File: src/rtl/arduino_pkg.sv
// Shared definitions for the Arduino link: word width and receive FSM states.
package arduino_pkg;

  localparam int ARDUINO_DATA_W = 16;

  typedef enum logic [1:0] {
    RX_IDLE    = 2'd0,
    RX_CAPTURE = 2'd1,
    RX_HOLD    = 2'd2
  } rx_state_t;

endpackage

File: src/rtl/arduino_sync_fifo.sv
// Single-clock FIFO with registered read port, synchronous flush and
// extra-MSB pointers for full/empty discrimination.
module arduino_sync_fifo #(
  parameter int DATA_W = 16,
  parameter int DEPTH  = 8
) (
  input  logic                     clk,
  input  logic                     rst,
  input  logic                     push,
  input  logic [DATA_W-1:0]        push_data,
  input  logic                     pop,
  input  logic                     clr,
  output logic [DATA_W-1:0]        rd_data,
  output logic                     rd_valid,
  output logic                     full,
  output logic                     empty,
  output logic [$clog2(DEPTH):0]   count
);

  localparam int AW = $clog2(DEPTH);

  logic [AW:0]       wr_ptr_q, wr_ptr_d;
  logic [AW:0]       rd_ptr_q, rd_ptr_d;
  logic [DATA_W-1:0] rd_data_q, rd_data_d;
  logic              rd_valid_q, rd_valid_d;
  logic [DATA_W-1:0] mem_q [DEPTH];
  logic              push_ok;
  logic              pop_ok;

  assign empty = (wr_ptr_q == rd_ptr_q);
  assign full  = (wr_ptr_q[AW] != rd_ptr_q[AW]) &&
                 (wr_ptr_q[AW-1:0] == rd_ptr_q[AW-1:0]);
  assign count = wr_ptr_q - rd_ptr_q;

  // A pop in the same cycle frees the slot a push into a full FIFO needs.
  assign pop_ok  = pop && !empty && !clr;
  assign push_ok = push && !clr && (!full || pop_ok);

  always_comb begin
    wr_ptr_d   = wr_ptr_q;
    rd_ptr_d   = rd_ptr_q;
    rd_data_d  = rd_data_q;
    rd_valid_d = 1'b0;
    if (clr) begin
      wr_ptr_d = '0;
      rd_ptr_d = '0;
    end else begin
      if (push_ok) wr_ptr_d = wr_ptr_q + (AW+1)'(1);
      if (pop_ok) begin
        rd_ptr_d   = rd_ptr_q + (AW+1)'(1);
        rd_data_d  = mem_q[rd_ptr_q[AW-1:0]];
        rd_valid_d = 1'b1;
      end
    end
  end

  always_ff @(posedge clk or posedge rst) begin
    if (rst) begin
      wr_ptr_q   <= '0;
      rd_ptr_q   <= '0;
      rd_data_q  <= '0;
      rd_valid_q <= 1'b0;
    end else begin
      wr_ptr_q   <= wr_ptr_d;
      rd_ptr_q   <= rd_ptr_d;
      rd_data_q  <= rd_data_d;
      rd_valid_q <= rd_valid_d;
    end
  end

  always_ff @(posedge clk) begin
    if (push_ok) mem_q[wr_ptr_q[AW-1:0]] <= push_data;
  end

  assign rd_data  = rd_data_q;
  assign rd_valid = rd_valid_q;

endmodule

File: src/rtl/arduino_rx_port.sv
// Inbound Arduino link: synchronizes the host strobe, captures one word per
// rising strobe edge into a FIFO and exposes a pop port plus status bits.
module arduino_rx_port
  import arduino_pkg::*;
#(
  parameter int DATA_W  = ARDUINO_DATA_W,
  parameter int DEPTH   = 8,
  parameter int SYNC_FF = 2
) (
  input  logic                   clk,
  input  logic                   rst,
  input  logic                   ext_clk,
  input  logic                   ext_we,
  input  logic [DATA_W-1:0]      ext_data,
  input  logic                   cpu_rd_en,
  input  logic                   cpu_clr,
  output logic [DATA_W-1:0]      cpu_rd_data,
  output logic                   cpu_rd_valid,
  output logic                   empty,
  output logic                   full,
  output logic [$clog2(DEPTH):0] count,
  output logic                   overflow
);

  logic [SYNC_FF-1:0] clk_sync_q, clk_sync_d;
  logic [SYNC_FF-1:0] we_sync_q, we_sync_d;
  logic               clk_prev_q, clk_prev_d;
  rx_state_t          state_q, state_d;
  logic [DATA_W-1:0]  data_q, data_d;
  logic               overflow_q, overflow_d;
  logic               clk_s, we_s, clk_rise;
  logic               push;

  assign clk_s    = clk_sync_q[SYNC_FF-1];
  assign we_s     = we_sync_q[SYNC_FF-1];
  assign clk_rise = clk_s && !clk_prev_q;
  assign push     = (state_q == RX_CAPTURE);

  always_comb begin
    clk_sync_d = {clk_sync_q[SYNC_FF-2:0], ext_clk};
    we_sync_d  = {we_sync_q[SYNC_FF-2:0], ext_we};
    clk_prev_d = clk_s;
  end

  // ext_data is sampled on the detected edge; the host keeps it stable long
  // enough that the synchronized strobe still sees a settled word.
  always_comb begin
    state_d = state_q;
    data_d  = data_q;
    case (state_q)
      RX_IDLE: begin
        if (clk_rise) begin
          if (we_s) begin
            state_d = RX_CAPTURE;
            data_d  = ext_data;
          end else begin
            state_d = RX_HOLD;
          end
        end
      end
      RX_CAPTURE: state_d = RX_HOLD;
      RX_HOLD:    if (!clk_s) state_d = RX_IDLE;
      default:    state_d = RX_IDLE;
    endcase
  end

  // A full FIFO only drops the word if no pop makes room in the same cycle.
  always_comb begin
    if (cpu_clr) overflow_d = 1'b0;
    else         overflow_d = overflow_q || (push && full && !cpu_rd_en);
  end

  always_ff @(posedge clk or posedge rst) begin
    if (rst) begin
      clk_sync_q <= '0;
      we_sync_q  <= '0;
      clk_prev_q <= 1'b0;
      state_q    <= RX_IDLE;
      overflow_q <= 1'b0;
    end else begin
      clk_sync_q <= clk_sync_d;
      we_sync_q  <= we_sync_d;
      clk_prev_q <= clk_prev_d;
      state_q    <= state_d;
      overflow_q <= overflow_d;
    end
  end

  always_ff @(posedge clk) begin
    data_q <= data_d;
  end

  arduino_sync_fifo #(
    .DATA_W (DATA_W),
    .DEPTH  (DEPTH)
  ) u_fifo (
    .clk       (clk),
    .rst       (rst),
    .push      (push),
    .push_data (data_q),
    .pop       (cpu_rd_en),
    .clr       (cpu_clr),
    .rd_data   (cpu_rd_data),
    .rd_valid  (cpu_rd_valid),
    .full      (full),
    .empty     (empty),
    .count     (count)
  );

  assign overflow = overflow_q;

endmodule

File: config.mk
export PLATFORM = sky130hd
export DESIGN_NAME = arduino_rx_port
export DESIGN_NICKNAME = d
export VERILOG_FILES = /design/src/rtl/arduino_pkg.sv /design/src/rtl/arduino_sync_fifo.sv /design/src/rtl/arduino_rx_port.sv
export SDC_FILE = /design/constraint.sdc
export NUM_CORES = 1
export LEC_CHECK = 0
export BUFFER_PORTS_ARGS = -buffer_cell sky130_fd_sc_hd__buf_4
export CELL_PAD_IN_SITES_DETAIL_PLACEMENT = 0
export CELL_PAD_IN_SITES_GLOBAL_PLACEMENT = 2
export CORE_MARGIN = 4
export CORE_UTILIZATION = 45
export CTS_CLUSTER_DIAMETER = 60
export DETAILED_ROUTE_END_ITERATION = 6
export HOLD_SLACK_MARGIN = 0.12
export PLACE_DENSITY_LB_ADDON = 0.1
export SETUP_SLACK_MARGIN = 0.15
export SLEW_MARGIN = 30
export SYNTH_ARGS = -nofsm -noshare
export SYNTH_HDL_FRONTEND = slang
export SYNTH_SLANG_ARGS = --single-unit
export TNS_END_PERCENT = 5
File: constraint.sdc
create_clock -name clk -period 4.6 [get_ports clk]
set_input_delay 0.92 -clock clk [delete_from_list [all_inputs] [get_ports clk]]
set_output_delay 0.92 -clock clk [all_outputs]
set_load 0.01 [all_outputs]
* Word-level counts from Yosys, hierarchy flattened *
Memories as Yosys holds them, arrays and structs flattened. A register that Yosys moved wholly into a read port is not among the register bits.
Index checks and enable logic that the tools add are counted.

word-level totals
  RAM bits = 128
  bits in registers = 33
  logic and storage cells = 55
  memories kept = 1

memories
  name          words  bits a word  rd ports  clocked after memory_dff  write ports  RTL line                 text
  u_fifo.mem_q  8      16           1         1                         1            arduino_sync_fifo.sv:26  logic [DATA_W-1:0] mem_q [DEPTH];

operators by class
  equal/unequal tests = 7
  bitwise operators = 1
  multiplexer cells = 13
  add/sub/neg operators = 3
  reductions and logical operators = 21

operators with widths
  kind                                                                   number
  4-bit two-way mux                                                      4
  4-bit by 1-bit adder with 4-bit output, second input constant          2
  1-bit logical AND                                                      8
  2-bit two-way mux                                                      3
  2-bit one-hot mux with 3 select lines                                  1
  1-bit zero test                                                        5
  1-bit two-way mux                                                      5
  4-bit equality test                                                    1
  2-bit inequality test, second input constant                           2
  2-bit AND reduction                                                    2
  2-bit nonzero test                                                     2
  4-bit subtractor                                                       1
  3-bit equality test                                                    1
  3-bit AND reduction                                                    1
  2-bit by 1-bit equality test with 1-bit output, second input constant  1
  2-bit equality test, second input constant                             1
  2-bit zero test                                                        1
  1-bit logical OR                                                       2
  1-bit inequality test                                                  1
  1-bit inverter                                                         1

* Depth between registers and ports, before layout *
Gate-level depths: netlist of run 1.

  depth after elaboration = 8
  gate-level depth with buffers = 9

* Modules after synthesis *
A second synthesis of run 1 with hierarchy kept.

unflattened totals
  cells, all modules = 345
  area, all modules = 6750.2 um^2

by module, submodules not included
  module             seq. area each (um^2)  instances  area each (um^2)  cells an instance
  arduino_sync_fifo  4469.3                 1          5998.3            310
  arduino_rx_port    680.7                  1          752.0             35

* Worst setup path after synthesis of run 1 *
OpenSTA, ideal clock, no wires.

  path type = flip-flop to flip-flop
  from = reg u_fifo.rd_ptr_q[1]
  to = mem u_fifo.mem_q[0][0], enable pin
  slack = 800 ps
  arrival = 3370 ps
  stages on the path, launching flop included = 9
  required time = 4170 ps
  path buffers = 3
  cells stage by stage = dfrtp_1 -> buf_2 -> buf_1 -> inv_1 -> ha_1 -> nand3_1 -> o31ai_4 -> buf_6 -> nor4_1

between the ends
  longest elaborated chain between the ends = 8

ends and longest elaborated chain
  item                                         RTL line                 text
  from (decl)                                  arduino_sync_fifo.sv:23  logic [AW:0] rd_ptr_q, rd_ptr_d;
  from (signal assigned)                       arduino_sync_fifo.sv:65  rd_ptr_q <= rd_ptr_d;
  4-bit equality test                          arduino_sync_fifo.sv:30  assign empty = (wr_ptr_q == rd_ptr_q);
  1-bit zero test                              arduino_sync_fifo.sv:36  assign pop_ok = pop && !empty && !clr;
  1-bit logical AND (2 in a row)               arduino_sync_fifo.sv:36
  1-bit logical OR (*)                         arduino_sync_fifo.sv:37  assign push_ok = push && !clr && (!full || pop_ok);
  1-bit logical AND (*)                        arduino_sync_fifo.sv:37
  1-bit two-way mux (*)                        arduino_sync_fifo.sv:72  if (push_ok) mem_q[wr_ptr_q[AW-1:0]] <= push_data;
  1-bit two-way mux (implied by the code) (*)  arduino_sync_fifo.sv:72
  to (decl)                                    arduino_sync_fifo.sv:26

Every way passes the cells marked *; elsewhere a longest branch is shown, timed or not.

* Worst setup path after layout of run 1 *
  from = reg u_fifo.rd_ptr_q[1]
  to = out count[3]

between the ends
  longest elaborated chain between the ends = 1

ends and longest elaborated chain
  item              RTL line                 text
  4-bit subtractor  arduino_sync_fifo.sv:33  assign count = wr_ptr_q - rd_ptr_q;
  to (decl)         arduino_rx_port.sv:21    output logic [$clog2(DEPTH):0] count,

No other way between the ends.

==> results of run 1 <==
==> power breakdown <==
part | leakage [nW] | internal [mW] | switching, mW
clock network | 0.250 | 0.691 | 0.584
registers | 1.72 | 1.80 | 0.0445
logic | 0.785 | 0.172 | 0.159
==> routing by layer <==
layer  routed length [um]  up-vias  track usage
met2                 6290       70        0.254
met4                  115        0       0.0472
met1                 5520     1649        0.221
met3                  639       12       0.0503
li1                     -     1486            -
met5                    0        -            0
==> state kept, by name, summed over array words and instances (netlist names) <==
signal           count
u_fifo.wr_ptr_q      4
u_fifo.mem_q       128
state_q              2
u_fifo.rd_data      16
clk_prev_q           1
overflow             1
clk_sync_q           2
u_fifo.rd_valid      1
we_sync_q            2
data_q              16
u_fifo.rd_ptr_q      4
==> cell usage after synthesis, types with 3 or more instances <==
master | instances | area [um^2]
clkbuf_1 | 7 | 26.3
xnor2_1 | 4 | 35.0
mux4_2 | 32 | 721
o21ai_1 | 9 | 45.0
nor3_1 | 7 | 35.0
mux2i_1 | 19 | 190
nand3_1 | 3 | 15.0
o21ai_0 | 10 | 50.1
a21oi_1 | 4 | 20.0
buf_4 | 3 | 22.5
nor4_1 | 4 | 25.0
ha_1 | 5 | 62.6
nor2_1 | 10 | 37.5
dfrtp_1 | 33 | 826
buf_2 | 3 | 15.0
edfxtp_1 | 144 | 4320
nand2_1 | 21 | 78.8
inv_1 | 11 | 41.3
==> through the flow <==
| step | setup slack (ns) | util | power, mW | instance area, um^2 | cells |
|---|---|---|---|---|---|
| after floorplan | 0.800 | - | 2.05 | 6740 | 345 |
| after global placement | 1.57 | 0.506 | 2.22 | 7390 | 571 |
| after detailed placement | 1.53 | 0.507 | 2.22 | 7400 | 572 |
| after CTS | 1.31 | 0.543 | 3.50 | 7920 | 604 |
| after global routing | 1.20 | 0.545 | 3.61 | 7950 | 606 |
| final | 1.35 | 0.545 | 3.45 | 7950 | 606 |
==> worst paths after layout <==
| check | start | endpoint |
|---|---|---|
| min | we_sync_q[0] | we_sync_q[1] |
| max in group asynchronous | rst | u_fifo.rd_ptr_q[0] |
| min reg2reg | we_sync_q[0] | we_sync_q[1] |
| min in group asynchronous | rst | u_fifo.rd_data[5] |
| max reg2reg | u_fifo.rd_ptr_q[1] | u_fifo.mem_q[4][12] |
| max | u_fifo.rd_ptr_q[1] | count[3] |
==> final cells by class <==
cell class / count / area [um^2] / share of cell area
flip-flops and latches: 177 / 5150 / 0.648
multi-input cells: 142 / 1540 / 0.193
repair buffers: 60 / 469 / 0.0590
clock buffers: 20 / 437 / 0.0549
well taps: 184 / 230 / 0.0290
clock inverters: 12 / 85.1 / 0.0107
inverters: 11 / 41.3 / 0.00519
==> kinds of logic after synthesis <==
group	share of synthesized area
buf+inv	0.0178
fa+ha+maj	0.0123
simple gates	0.0323
flops	0.764
mux	0.135
xor+xnor	0.0113
compound gates	0.0267
==> placed cells by master, fill, tap and decap left out, drive strengths merged, types with 2 or more instances in the layout <==
cell and n:
edfxtp 144, buf 60, dfrtp 33, mux4 32
nand2 21, clkbuf 20, o21ai 20, mux2i 19
inv 14, nor2 10, nor3 7, clkinv 7
ha 5, xnor2 5, a21oi 4, nor4 4
nand3 3, clkinvlp 2, xor2 2, o211ai 2
or3 2
==> critical path: cells and delay by family, from the launching register on <==
| family | cells | cell delay, ns |
|---|---|---|
| buffers and inverters | 3 | 0.70 |
| XOR/XNOR | 1 | 0.15 |
| AO/OA/AOI/OAI | 2 | 0.38 |
| flip-flops | 1 | 0.35 |
| adder cells (fa/ha/maj) | 1 | 0.33 |
==> results.md, run 1 <==
* Status: completed
* Die ar. at 17000 um^2
* Die width at 130 um
* Syn. warnings at 0
* Tmin final at 3.25 ns
* Crit end category: output port
* Worst reg-to-reg setup slack at 1.58 ns
* Nets at 437
* CP max FO at 37
* Hold path cells at 0
* Syn avg cell area at 19.5 um^2
* Critical Path Max Stage Delay at 0.46 ns
* CTS Buffer Depth at 2
* CP max-delay cell: buf_4
* EDFF count, synth at 144
* GRT overflow at 0
* CTS Sinks at 177
* Register area share after synthesis at 0.764
* Fmax at 307 MHz
* Most common flop cell mapped by yosys: edfxtp_1
* Via density at 5.31
* Syn Inst Count at 345
* Worst slew pin tran at 0.853 ns
* Die height at 130 um
* I/O Buffers at 45
* ANT nets after route at 0
* 1st-iter DRT viols at 200
* Synthesis-to-finish area growth at 18.0%
* Max cap viols at 0
* Setup tns final at 0 ns
* H-tree depth at 4
* Clock skew at 0.0206 ns
* Num ports at 46
* Power per cell area at 434 nW/um^2
* Drt wl/cell at 20.7 um
* Synthesized flop and latch total at 177
* Fillers at 1163
* Post-Route WL at 12600 um
* Max Transition Viols Final at 0
* CP required at 3.68 ns
* Pleak at 2.75 nW
* Largest net degree at the start of global routing at 38
* # hold bufs at CTS at 0
* # setup viols final at 0
* Kind of critical path: flip-flop to output port
* WHS at 0.357 ns
* Global-route wire length before repair at 19600 um
* Vias in the first global route at 3351
* DP Wirelength at 7690 um
* Starting Density at 0.462
* Unrepaired setup endpoints after global routing: false
* Ant diodes at 0
* Clock latency on the worst-skew pair at 0.43 ns
* Pre-antenna DRT Iters at 4
* CTS tree: done
* Gr usage total at 0.162
* Row cnt at 44
* R2R cell count at 7
* CTS buffer count at 17
* Post_cts resized at 0
* Crit path top cell by count: buf_4
* Post-synth design cell area at 6740 um^2
* Final hold vios at 0
* Clock transition at path regs at 0.06 ns
* Final Wtd Congestion at 0.714
* Initial antenna violation count at 0
* Critical Path Start Type: flip-flop
* DRC viols at 0
* CP arrival at 2.33 ns
* Share of cells above drive strength 1 at 0.322
* Post-synth ARST share at 0.186
* Clk root buf: clkbuf_16
* Vias at 3217
* Peak supply drop at 0.416 mV
* Post CTS Setup Buffer Count at 0
* CORE AREA at 14600 um^2
* Distinct cell type count after synthesis at 34
* Crit-path cells: buf_4 -> inv_1 -> ha_1 -> a21o_1 -> a21oi_1 -> xnor2_1 -> buf_4
* Final period util at 0.707
* Max transition margin at 0.431
* Syn Nets at 373
* Worst min-delay path class: flip-flop to flip-flop
Note: power is estimated with default switching activity, not from simulation.
==> run 2: changes to the inputs <==
Settings changed: CORE_UTILIZATION 45 to 41.
Clock period 4.6 ns to 2.9 ns, I/O delays scaled along.
==> results.md, run 2 (synthesized netlist as in run 1, its figures left out) <==
* CP required at 2.32 ns (-1.36 ns)
* Peak supply drop at 0.433 mV (+4.0%)
* DP Wirelength at 7870 um (+2.4%)
* Pint at 4.56 mW (+71%)
* # setup viols final at 0 (unchanged)
* Commonest non-fill, non-tap cells in the layout: edfxtp_1 (144), buf_4 (65), mux4_2 (32)
* Max transition margin at 0.464 (+0.0324)
* Die width at 136 um (+4.5%)
* Initial antenna violation count at 0 (unchanged)
* Power per cell area at 713 nW/um^2 (+64%)
* Worst min-delay path class: input pin to flip-flop
* Synthesis-to-finish area growth at 20.1%
* CORE AREA at 16000 um^2 (+9.7%)
* Setup tns final at 0 ns (unchanged)
* CTS tree: done
* Num ports at 46 (unchanged)
* Nets at 442 (+1.1%)
* WHS at 0.278 ns (-0.0792 ns)
* Clock transition at path regs at 0.06 ns (about the same)
* Critical Path Start Type: flip-flop
* Share of cells above drive strength 1 at 0.337 (+0.0150)
* Post-Route WL at 13000 um (+3.2%)
* Largest net degree at the start of global routing at 37 (-2.6%)
* Number of flip-flops in the largest register at 128 (unchanged)
* Kind of critical path: flip-flop to output port
* Starting Density at 0.421 (-0.0407)
* Sequential share of power at 0.507 (-0.028)
* Tmin final at 2.55 ns
* Crit end category: output port
* Max Transition Viols Final at 0 (unchanged)
* Final hold vios at 0 (unchanged)
* Pre-antenna DRT Iters at 4 (unchanged)
* I/O Buffers at 45 (unchanged)
* Row cnt at 46 (+4.5%)
* Most common cell after layout, fill and taps aside: edfxtp_1
* ANT nets after route at 0 (unchanged)
* Net Sw Frac at 0.211 (-0.0175)
* Clock power share at 0.402 (+0.033)
* GRT overflow at 0 (unchanged)
* CP arrival at 1.97 ns (-0.36 ns)
* Post CTS Setup Buffer Count at 0 (unchanged)
* Die height at 136 um (+4.5%)
* Final Wtd Congestion at 0.749 (+5.0%)
* DRC viols at 0 (unchanged)
* Drt wl/cell at 20.2 um (-2.7%)
* Clk root buf: clkbuf_16
* 1st-iter DRT viols at 220 (+10%)
* CP max FO at 9 (-76%)
* Met1 GRT Util at 0.207 (-0.0136)
* Gr usage total at 0.153 (-0.00882)
* Ant diodes at 0 (unchanged)
* Vias at 3198 (-0.59%)
* Global-route wire length before repair at 20500 um (+4.4%)
* Clock skew at 0.00887 ns (-0.0117 ns)
* GRT met2 Usage at 0.246 (-0.00834)
* Max cap viols at 0 (unchanged)
* Via density at 4.97 (-6.3%)
* Fillers at 1364 (+17%)
* CTS Sinks at 177 (unchanged)
* Fmax at 391 MHz
* Status: completed
* Area of the multi-input gates at 1530 um^2 (about the same)
* Clock latency on the worst-skew pair at 0.41 ns (-0.02 ns)
* CTS buffer count at 17 (unchanged)
* Pleak at 2.80 nW (+1.7%)
* Gate power share at 0.091 (-0.005)
* Worst slew pin tran at 0.803 ns (-0.0494 ns)
* Unrepaired setup endpoints after global routing: false
* CTS Buffer Depth at 2 (unchanged)
* H-tree depth at 4 (unchanged)
* Vias in the first global route at 3454 (+3.1%)
* Top Usage Layer GRT: met2
* Met3 GRT Util at 0.0400 (-0.0104)
* Die ar. at 18500 um^2 (+9.1%)
* Final period util at 0.881
* Reg area at 5150 um^2 (about the same)
* Total net switching power at 1.22 mW (+55%)
run 2: cell count changes in the layout (fill, tap and decap cells not counted), sizes merged:
| cell | previous run | this run |
|---|---|---|
| clkinv | 7 | 5 |
| bufinv | 0 | 3 |
| buf | 60 | 65 |
| clkbuf | 20 | 23 |
| inv | 14 | 12 |
| clkinvlp | 2 | 0 |
run 2: power groups by stage:
stage	clock network, mW	registers, mW	logic (mW)
floorplan	0	3.02	0.235
global placement	0	2.98	0.541
detailed placement	0	2.98	0.542
CTS	2.38	2.93	0.544
global route	2.50	2.95	0.588
finish	2.32	2.93	0.526
run 2: worst paths after layout:
| kind | to | startpoint | cells after the start | slack (ns) |
|---|---|---|---|---|
| min reg2reg | clk_sync_q[1] | clk_sync_q[0] | 0 | 0.35 |
| min in group asynchronous | u_fifo.rd_data[0] | rst | 2 | 0.33 |
| max | count[3] | u_fifo.wr_ptr_q[1] | 5 | 0.35 |
| max in group asynchronous | u_fifo.rd_data[1] | rst | 3 | 1.90 |
| min | we_sync_q[0] | ext_we | 1 | 0.28 |
| max reg2reg | u_fifo.mem_q[3][12] | u_fifo.wr_ptr_q[0] | 6 | 0.45 |
run 2: what timing repair did:
action,CTS,global route
hold endpoints to repair,0,0
setup endpoints to repair,0,1
gates resized for setup,0,1
hold buffers,0,0
run 2: routing by layer:
metal,part of all wire,vias up
li1,-,1484
met1,0.44,1647
met2,0.50,63
met3,0.048,4
met4,0.0064,0
met5,0,-
run 2: metrics by stage:
stage	std cells	worst slack, ns	area, um^2	utilization	total power, mW
3_3_place_gp	611	0.388	7480	0.468	3.52
3_5_place_dp	611	0.338	7480	0.468	3.52
4_1_cts	643	0.221	8090	0.506	5.85
5_1_grt	643	0.219	8100	0.506	6.03
2_1_floorplan	345	0.133	6800	-	3.26
6_report	643	0.345	8100	0.506	5.77
run 2: worst max-delay path: stages, from the launching register on:
cell,delay [ns]
dfrtp_1,0.57
ha_1,0.32
a21o_1,0.18
a21oi_1,0.19
xnor2_1,0.15
buf_4,0.15
run 2: cell type report:
class | instances | share of cell area
clock buffers | 23 | 0.0590
clock inverters | 9 | 0.0162
inverters | 11 | 0.00510
multi-input cells | 142 | 0.189
flip-flops and latches | 177 | 0.636
well taps | 216 | 0.0334
repair buffers | 65 | 0.0603
